## config.mk

```make
export PLATFORM = sky130hd
export DESIGN_NAME = riscv_hazard_unit
export DESIGN_NICKNAME = d
export VERILOG_FILES = /design/src/rtl/riscv_pkg.sv /design/src/rtl/riscv_hazard_cmp.sv /design/src/rtl/riscv_hazard_unit.sv
export SDC_FILE = /design/constraint.sdc
export NUM_CORES = 1
export LEC_CHECK = 0
export ABC_AREA = 1
export ABC_CLOCK_PERIOD_IN_PS = 5850
export CAP_MARGIN = 20
export CELL_PAD_IN_SITES_DETAIL_PLACEMENT = 1
export CELL_PAD_IN_SITES_GLOBAL_PLACEMENT = 1
export CORE_UTILIZATION = 30
export CTS_CLUSTER_SIZE = 10
export DETAILED_ROUTE_END_ITERATION = 10
export GPL_TIMING_DRIVEN = 0
export PLACE_DENSITY_LB_ADDON = 0.1
export SYNTH_ARGS = -nofsm -noshare
export SYNTH_HDL_FRONTEND = slang
export SYNTH_SLANG_ARGS = --single-unit
export TNS_END_PERCENT = 20
```

## constraint.sdc

```tcl
create_clock -name clk -period 5.85 [get_ports clk]
set_input_delay 1.17 -clock clk [delete_from_list [all_inputs] [get_ports clk]]
set_output_delay 1.17 -clock clk [all_outputs]
set_load 0.05 [all_outputs]
```

## src/rtl/riscv_pkg.sv

```systemverilog
// Shared RISC-V core types: hazard FSM encoding, hazard control bundle, architectural constants.
// Pure declarations; no logic, no latency.
package riscv_pkg;

   typedef enum logic [1:0] {
      RUN      = 2'd0,
      LOAD_USE = 2'd1,
      REDIRECT = 2'd2
   } hz_state_t;

   localparam logic [4:0] REG_ZERO = 5'd0;

   typedef struct packed {
      logic stall_if;
      logic stall;
      logic flush_if;
      logic flush_id;
      logic pc_redirect;
   } hz_ctl_t;

endpackage

```

## src/rtl/riscv_hazard_cmp.sv

```systemverilog
// Load-use compare: the load in ID/EX writes a register that decode actually reads.
// Purely combinational, zero latency, no backpressure.
module riscv_hazard_cmp
   import riscv_pkg::*;
(
   input  logic       ex_valid_i,
   input  logic       ex_read_i,
   input  logic [4:0] ex_rd_i,
   input  logic [4:0] rs1_i,
   input  logic [4:0] rs2_i,
   input  logic       uses_rs1_i,
   input  logic       uses_rs2_i,
   output logic       hazard_o
);

   logic rs1_hit;
   logic rs2_hit;

   assign rs1_hit  = uses_rs1_i && (ex_rd_i == rs1_i);
   assign rs2_hit  = uses_rs2_i && (ex_rd_i == rs2_i);
   // x0 is hardwired to zero, so a load targeting it never produces a dependency.
   assign hazard_o = ex_valid_i && ex_read_i && (ex_rd_i != REG_ZERO) && (rs1_hit || rs2_hit);

endmodule

```

## src/rtl/riscv_hazard_unit.sv

```systemverilog
// Pipeline hazard controller: load-use bubbles, MEM-wait freeze, redirect squash sequencing, perf counters.
// Controls are combinational from inputs and state (zero latency); a MEM wait or enable=0 holds the whole pipe.
module riscv_hazard_unit
   import riscv_pkg::*;
#(
   parameter int DATA_WIDTH = 64,
   parameter int FETCH_LAT  = 1,
   parameter int LOAD_LAT   = 1
) (
   input  logic                  clk,
   input  logic                  reset,
   input  logic                  enable,
   input  logic [4:0]            i_id_rs1_addr,
   input  logic [4:0]            i_id_rs2_addr,
   input  logic                  i_id_uses_rs1,
   input  logic                  i_id_uses_rs2,
   input  logic                  i_ex_valid_instr,
   input  logic                  i_ex_read,
   input  logic [4:0]            i_ex_rd_addr,
   input  logic                  i_ex_redirect,
   input  logic [DATA_WIDTH-1:0] i_ex_target,
   input  logic                  i_mem_req,
   input  logic                  i_mem_ready,
   output logic                  o_stall_if,
   output logic                  o_stall,
   output logic                  o_flush_if,
   output logic                  o_flush_id,
   output logic                  o_pc_redirect,
   output logic [DATA_WIDTH-1:0] o_pc_target,
   output logic [31:0]           o_stall_cycles,
   output logic [31:0]           o_flush_count
);

   localparam logic [2:0] FETCH_CNT = 3'(FETCH_LAT);
   localparam logic [2:0] LOAD_CNT  = 3'(LOAD_LAT - 1);

   hz_state_t   state_q, state_d;
   logic [2:0]  cnt_q, cnt_d;
   logic [31:0] stall_cycles_q, stall_cycles_d;
   logic [31:0] flush_count_q, flush_count_d;
   hz_ctl_t     ctl;
   logic        hazard;
   logic        hold;

   riscv_hazard_cmp u_cmp (
      .ex_valid_i (i_ex_valid_instr),
      .ex_read_i  (i_ex_read),
      .ex_rd_i    (i_ex_rd_addr),
      .rs1_i      (i_id_rs1_addr),
      .rs2_i      (i_id_rs2_addr),
      .uses_rs1_i (i_id_uses_rs1),
      .uses_rs2_i (i_id_uses_rs2),
      .hazard_o   (hazard)
   );

   assign hold = !enable || (i_mem_req && !i_mem_ready);

   always_comb begin
      ctl     = '0;
      state_d = state_q;
      cnt_d   = cnt_q;
      if (hold) begin
         // EX is frozen, so a redirect seen now stays pending and is taken once the hold clears.
         ctl.stall_if = 1'b1;
         ctl.stall    = 1'b1;
      end else begin
         case (state_q)
            RUN, LOAD_USE: begin
               if (i_ex_redirect) begin
                  ctl.flush_if    = 1'b1;
                  ctl.flush_id    = 1'b1;
                  ctl.pc_redirect = 1'b1;
                  if (FETCH_LAT > 0) begin
                     state_d = REDIRECT;
                     cnt_d   = FETCH_CNT;
                  end else begin
                     state_d = RUN;
                     cnt_d   = 3'd0;
                  end
               end else if (state_q == LOAD_USE) begin
                  ctl.stall_if = 1'b1;
                  ctl.flush_id = 1'b1;
                  cnt_d        = (cnt_q == 3'd0) ? 3'd0 : cnt_q - 3'd1;
                  if (cnt_q <= 3'd1) state_d = RUN;
               end else if (hazard) begin
                  ctl.stall_if = 1'b1;
                  ctl.flush_id = 1'b1;
                  if (LOAD_LAT > 1) begin
                     state_d = LOAD_USE;
                     cnt_d   = LOAD_CNT;
                  end
               end
            end
            REDIRECT: begin
               ctl.flush_if = 1'b1;
               cnt_d        = (cnt_q == 3'd0) ? 3'd0 : cnt_q - 3'd1;
               if (cnt_q <= 3'd1) state_d = RUN;
            end
            default: begin
               state_d = RUN;
               cnt_d   = 3'd0;
            end
         endcase
      end
   end

   // Disabled cycles are a full hold but are not counted as hazard stalls.
   assign stall_cycles_d = (ctl.stall_if && enable) ? stall_cycles_q + 32'd1 : stall_cycles_q;
   assign flush_count_d  = ctl.pc_redirect ? flush_count_q + 32'd1 : flush_count_q;

   always_ff @(posedge clk or posedge reset) begin
      if (reset) begin
         state_q        <= RUN;
         cnt_q          <= 3'd0;
         stall_cycles_q <= 32'd0;
         flush_count_q  <= 32'd0;
      end else begin
         state_q        <= state_d;
         cnt_q          <= cnt_d;
         stall_cycles_q <= stall_cycles_d;
         flush_count_q  <= flush_count_d;
      end
   end

   assign o_stall_if     = !reset && ctl.stall_if;
   assign o_stall        = !reset && ctl.stall;
   assign o_flush_if     = !reset && ctl.flush_if;
   assign o_flush_id     = !reset && ctl.flush_id;
   assign o_pc_redirect  = !reset && ctl.pc_redirect;
   assign o_pc_target    = o_pc_redirect ? i_ex_target : '0;
   assign o_stall_cycles = stall_cycles_q;
   assign o_flush_count  = flush_count_q;

endmodule
```

Yosys cells after proc, flatten, opt, wreduce, memory -nomap -nowiden
Cells that the tools add are included.
{ "totals": {"reg_bits": 69, "input_bits": 89, "wordCells": 56} }
{ "classes": {"add_sub_neg": 3, "magnitude_cmp": 1, "eq_ne": 5, "n_mux": 20, "bitwise": 1, "reduce_logical": 22} }
{ "op_table": {"columns": ["op", "count"], "rows": [
  ["adder 32 x 1 -> 32 bit (second input constant)", 2],
  ["two-way mux 64 bit", 1],
  ["logical AND 1 bit", 12],
  ["two-way mux 3 bit", 4],
  ["equality test 5 bit", 2],
  ["two-way mux 1 bit", 8],
  ["two-way mux 2 bit", 4],
  ["case mux 3 bit (2 select lines)", 1],
  ["nonzero test 5 bit", 1],
  ["case mux 2 bit (2 select lines)", 1],
  ["less-or-equal comparator 3 x 1 -> 1 bit (second input constant)", 1],
  ["logical NOT 1 bit", 3],
  ["logical NOT 3 bit", 1],
  ["!= test 3 bit (second input constant)", 1],
  ["subtractor 3 x 1 -> 3 bit (second input constant)", 1],
  ["equality test 2 x 1 -> 1 bit (second input constant)", 1],
  ["equality test 2 bit (second input constant)", 1],
  ["logical NOT 2 bit", 1],
  ["logical OR 1 bit", 2],
  ["case mux 1 bit (2 select lines)", 1],
  ["AND reduction 2 bit", 1],
  ["OR reduction 2 bit", 1],
  ["NOT 1 bit", 1]
]} }

Longest topological paths before layout
{ "depth": {"depth_word": 11, "depth_mapped": 14} }

Hierarchy
Synthesis repeated with hierarchy kept, for this count alone.
{ "unflattened": {"hier_cells": 774, "hier_area_um2": 4784.6} }
{ "modules_own_cells": {"columns": ["mod", "n_inst", "cells_each", "area_each_um2", "seq_area_each_um2"], "rows": [
  ["riscv_hazard_unit", 1, 718, 4564.4, 1726.7],
  ["riscv_hazard_cmp", 1, 56, 220.2, 0.0]
]} }

Worst setup path after synthesis
No wires, ideal clock.
{ "synth_timing": {"path_kind": "input -> output", "startpoint": "input reset", "endpoint": "output o_flush_if", "arrival_ns": 3.875, "required_ns": 4.680, "slack_ns": 0.805, "cell_stages": 3, "path_cell_list": "inv_1 nand2_1 nor3_1"} }
{ "synth_via": {"elab_chain_len": 2} }
{ "synth_rtl": {"columns": ["element", "line_no", "rtl"], "rows": [
  ["from (decl)", "riscv_hazard_unit.sv:11", "input logic reset,"],
  ["logical NOT 1 bit", "riscv_hazard_unit.sv:127", "assign o_flush_if = !reset && ctl.flush_if;"],
  ["logical AND 1 bit", "riscv_hazard_unit.sv:127", null],
  ["to (decl)", "riscv_hazard_unit.sv:26", "output logic o_flush_if,"]
]} }
Every way passes these cells.

Worst setup path in the final report
{ "layout_timing": {"startpoint": "input i_ex_redirect", "endpoint": "output o_pc_target[62]"} }
{ "layout_via": {"elab_chain_len": 5} }
{ "layout_rtl": {"columns": ["element", "line_no", "rtl"], "rows": [
  ["from (decl)", "riscv_hazard_unit.sv:20", "input logic i_ex_redirect,"],
  ["two-way mux 1 bit", "riscv_hazard_unit.sv:69", "if (i_ex_redirect) begin"],
  ["two-way mux 2 bit", "riscv_hazard_unit.sv:67", "case (state_q)"],
  ["two-way mux 3 bit", "riscv_hazard_unit.sv:62", "if (hold) begin"],
  ["logical AND 1 bit", "riscv_hazard_unit.sv:129", "assign o_pc_redirect = !reset && ctl.pc_redirect;"],
  ["two-way mux 64 bit", "riscv_hazard_unit.sv:130", "assign o_pc_target = o_pc_redirect ? i_ex_target : '0;"],
  ["to (decl)", "riscv_hazard_unit.sv:29", "output logic [DATA_WIDTH-1:0] o_pc_target,"]
]} }
Every way passes these cells.

==> out/summary.txt <==
CTS root buf: clkbuf_16
Avg Cell Area, Syn: 6.65 um2
Avg Vias per Cell: 4.54
Final Hold Slack: 470 ps
unrepaired setup endpoints after global routing: no
number of synthesized register bits: 69
final setup violation count: 0
clock latency at the later pin of the worst-skew pair: 340 ps
fraction of registers with async set/reset: 100%
largest family of logic cells by synthesized area: simple AND/OR/NAND/NOR gates
Layout Nets: 1046
Initial Util: 31.1%
number of global-route vias before repair: 5632
DRC Markers: 0
Die Y: 129 um
Ys Warns: 0
pwr/cell area: 230 mW/mm2
post-placement setup slack: 930 ps
layout cells sized above 1: 4.39%
Core Area: 0.0154 mm2
TritonCTS clock tree: yes
M3 GR Usage: 4.32%
Max Cap Viol: 0
mux contribution to synthesized area: 0%
PortBufs: 220
clock sinks: 69
Synth Area in XOR/XNOR: 10.0%
drt pass-1 iters: 4
met2 GRT Util: 39.5%
setup bufs post-CTS: 0
relative slew slack: 40.7%
actual slew at the worst max-slew pin: 890 ps
Iteration-0 DRC Markers: 173
first-pass GRT wire length: 27900 um
area leader, netlist: dfrtp_1
post-synthesis adder-cell area fraction: 1.04%
Post-synth EDFFs: 0
maximum number of pins on one net before global-route repair: 71
hold buffer count at cts: 0
Clock Tree Buf Depth: 2
global route overflow: 0
All-Layer GR Usage: 21.5%
Tmin final: 4880 ps
Combinational Power Share: 35.0%
ANT cells: 0
Routed Antenna Nets: 0
Rows: 45
critical path class: input port to output port
P_leak: 3.68 nW
top_reg_cell synth: dfrtp_1
share of the synthesized area in the top cell type: 35.9%
Die X: 129 um
Yosys cell types: 33
GR Util met1: 24.1%
clk slew on worst S/H paths: 60 ps
Hold Fails Final Rpt: 0
Int Pwr: 1.07 mW
status: completed
post-CTS sizing: 0
Die Area: 0.0165 mm2
Synth area leaders: dfrtp_1, nand2_1, nor2_1
Tot Pwr: 1.74 mW
Post-DP HPWL: 13900 um
Max Slew Vio Count: 0
Compound-Gate Fraction of Synth Area: 1.67%
global route hottest layer: met2
I/O pin total: 222
part of the power in registers: 33.7%
HP Class: flop to flop
Fmax: 205 MHz
routed wire length: 17100 um
Worst Setup Slack, final: 968 ps
Num CTS Buffers: 9
Syn Std Cell Area: 0.00480 mm2
synthesized instance count: 722
Switching Fraction: 38.2%
fillers: 1988
via count: 5299
# H-tree levels: 3
Critical Path AT: 3710 ps
critical path required time: 4680 ps
Routed WL per cell: 14.6 um
P_sw: 0.663 mW
clk_skew: 6.36 ps
CP startpoint kind: input port
GP Congestion: 0.879
initial antenna violation count: 0
crit-path max FO: 10
worst vdd rail ir drop: 215 uV
Syn Nets: 815
Synth Area in Simple Gates: 40.1%
Critical Path Sink Type: output port
register area share after synthesis: 35.9%
Clock Power Share: 31.3%
area grow syn2layout: 57.4%
Final Cycle Share: 83.4%
[flip-flops by register name (all words and copies together), names as in the netlist]
register	flops
state_q	2
o_stall_cycles	32
cnt_q	3
o_flush_count	32
[final timing paths]
| kind | slack [ps] | end | cells past startpoint | start |
|---|---|---|---|---|
| max in group asynchronous | 3790 | o_stall_cycles[13] | 2 | reset |
| worst min register to register | 470 | o_flush_count[31] | 1 | o_flush_count[31] |
| worst max-delay path | 970 | o_pc_target[62] | 9 | i_ex_redirect |
| worst max register to register | 3740 | o_stall_cycles[24] | 9 | o_stall_cycles[0] |
| min in group asynchronous | 1470 | state_q[0] | 2 | reset |
| worst min-delay path | 470 | o_flush_count[31] | 1 | o_flush_count[31] |
[power by group through the flow]
stage	combinational (mW)	sequential (mW)	clock [mW]
detailed placement	0.614	0.593	0
global placement	0.597	0.589	0
global route	0.654	0.596	0.575
finish	0.609	0.586	0.543
CTS	0.618	0.586	0.562
floorplan	0.236	0.722	0
[Yosys cell counts (3+ instances only)]
cell type / instances
xor2_1: 37
nand3b_1: 6
nor2_4: 4
nand2_1: 199
nand3_1: 53
xnor2_1: 18
dfrtp_1: 69
nand4_1: 13
nor2_1: 130
ha_1: 4
clkbuf_1: 8
inv_1: 121
buf_2: 6
nor3_2: 3
nor3_1: 20
o21ai_0: 5
a21oi_1: 6
[worst max-delay path, cell delays in order]
cell,delay [ps]
clkdlybuf4s50_1,510
inv_1,50
nor2_1,230
nand2_4,170
nor2_1,180
inv_2,160
clkbuf_1,250
nor2_1,160
clkdlybuf4s50_1,820
[stage by stage]
step                      setup TNS, ps  std cells  instance area, um2  utilization, %
after floorplan                       0        722                4800               -
after global placement             -309       1153                7270            47.1
after detailed placement              0       1153                7270            47.1
after CTS                             0       1167                7560            49.0
after global routing                  0       1167                7560            49.0
final                                 0       1167                7560            49.0
[cells by family (layout without fill, tap and decap cells)]
group / after synthesis / count (layout)
buf+inv: 140 / 374
xor+xnor: 55 / 55
fa+ha+maj: 4 / 4
compound gates: 13 / 13
simple gates: 441 / 441
flops: 69 / 69
[layout make-up]
class	count	area (um2)	share of cell area (%)
Buffer	16	71.3	0.943
Multi-Input combinational cell	513	2540	33.6
Inverter	124	470	6.22
Clock buffer	10	239	3.16
Timing Repair Buffer	220	2200	29.1
Tap cell	211	264	3.49
Clock inverter	4	50.0	0.662
Sequential cell	69	1730	22.8
[metal layers]
layer  share of wire [%]  wire, um  vias to the layer above
met1                  41      6980                     2528
li1                    -         -                     2646
met4                 2.6       444                        0
met3                 3.6       612                       26
met2                  53      9050                       99
met5                   0         0                        -
[cell usage in the layout, fill, tap and decap left out, types with 9 or more instances in the layout]
master,netlist,routed
clkdlybuf4s50_1,0,220
nand2_1,199,199
nor2_1,130,130
inv_1,121,120
dfrtp_1,69,69
nand3_1,53,53
xor2_1,37,37
nor3_1,20,20
xnor2_1,18,18
nand4_1,13,13
clkbuf_16,0,9
Note: power is estimated with default switching activity, not from simulation.
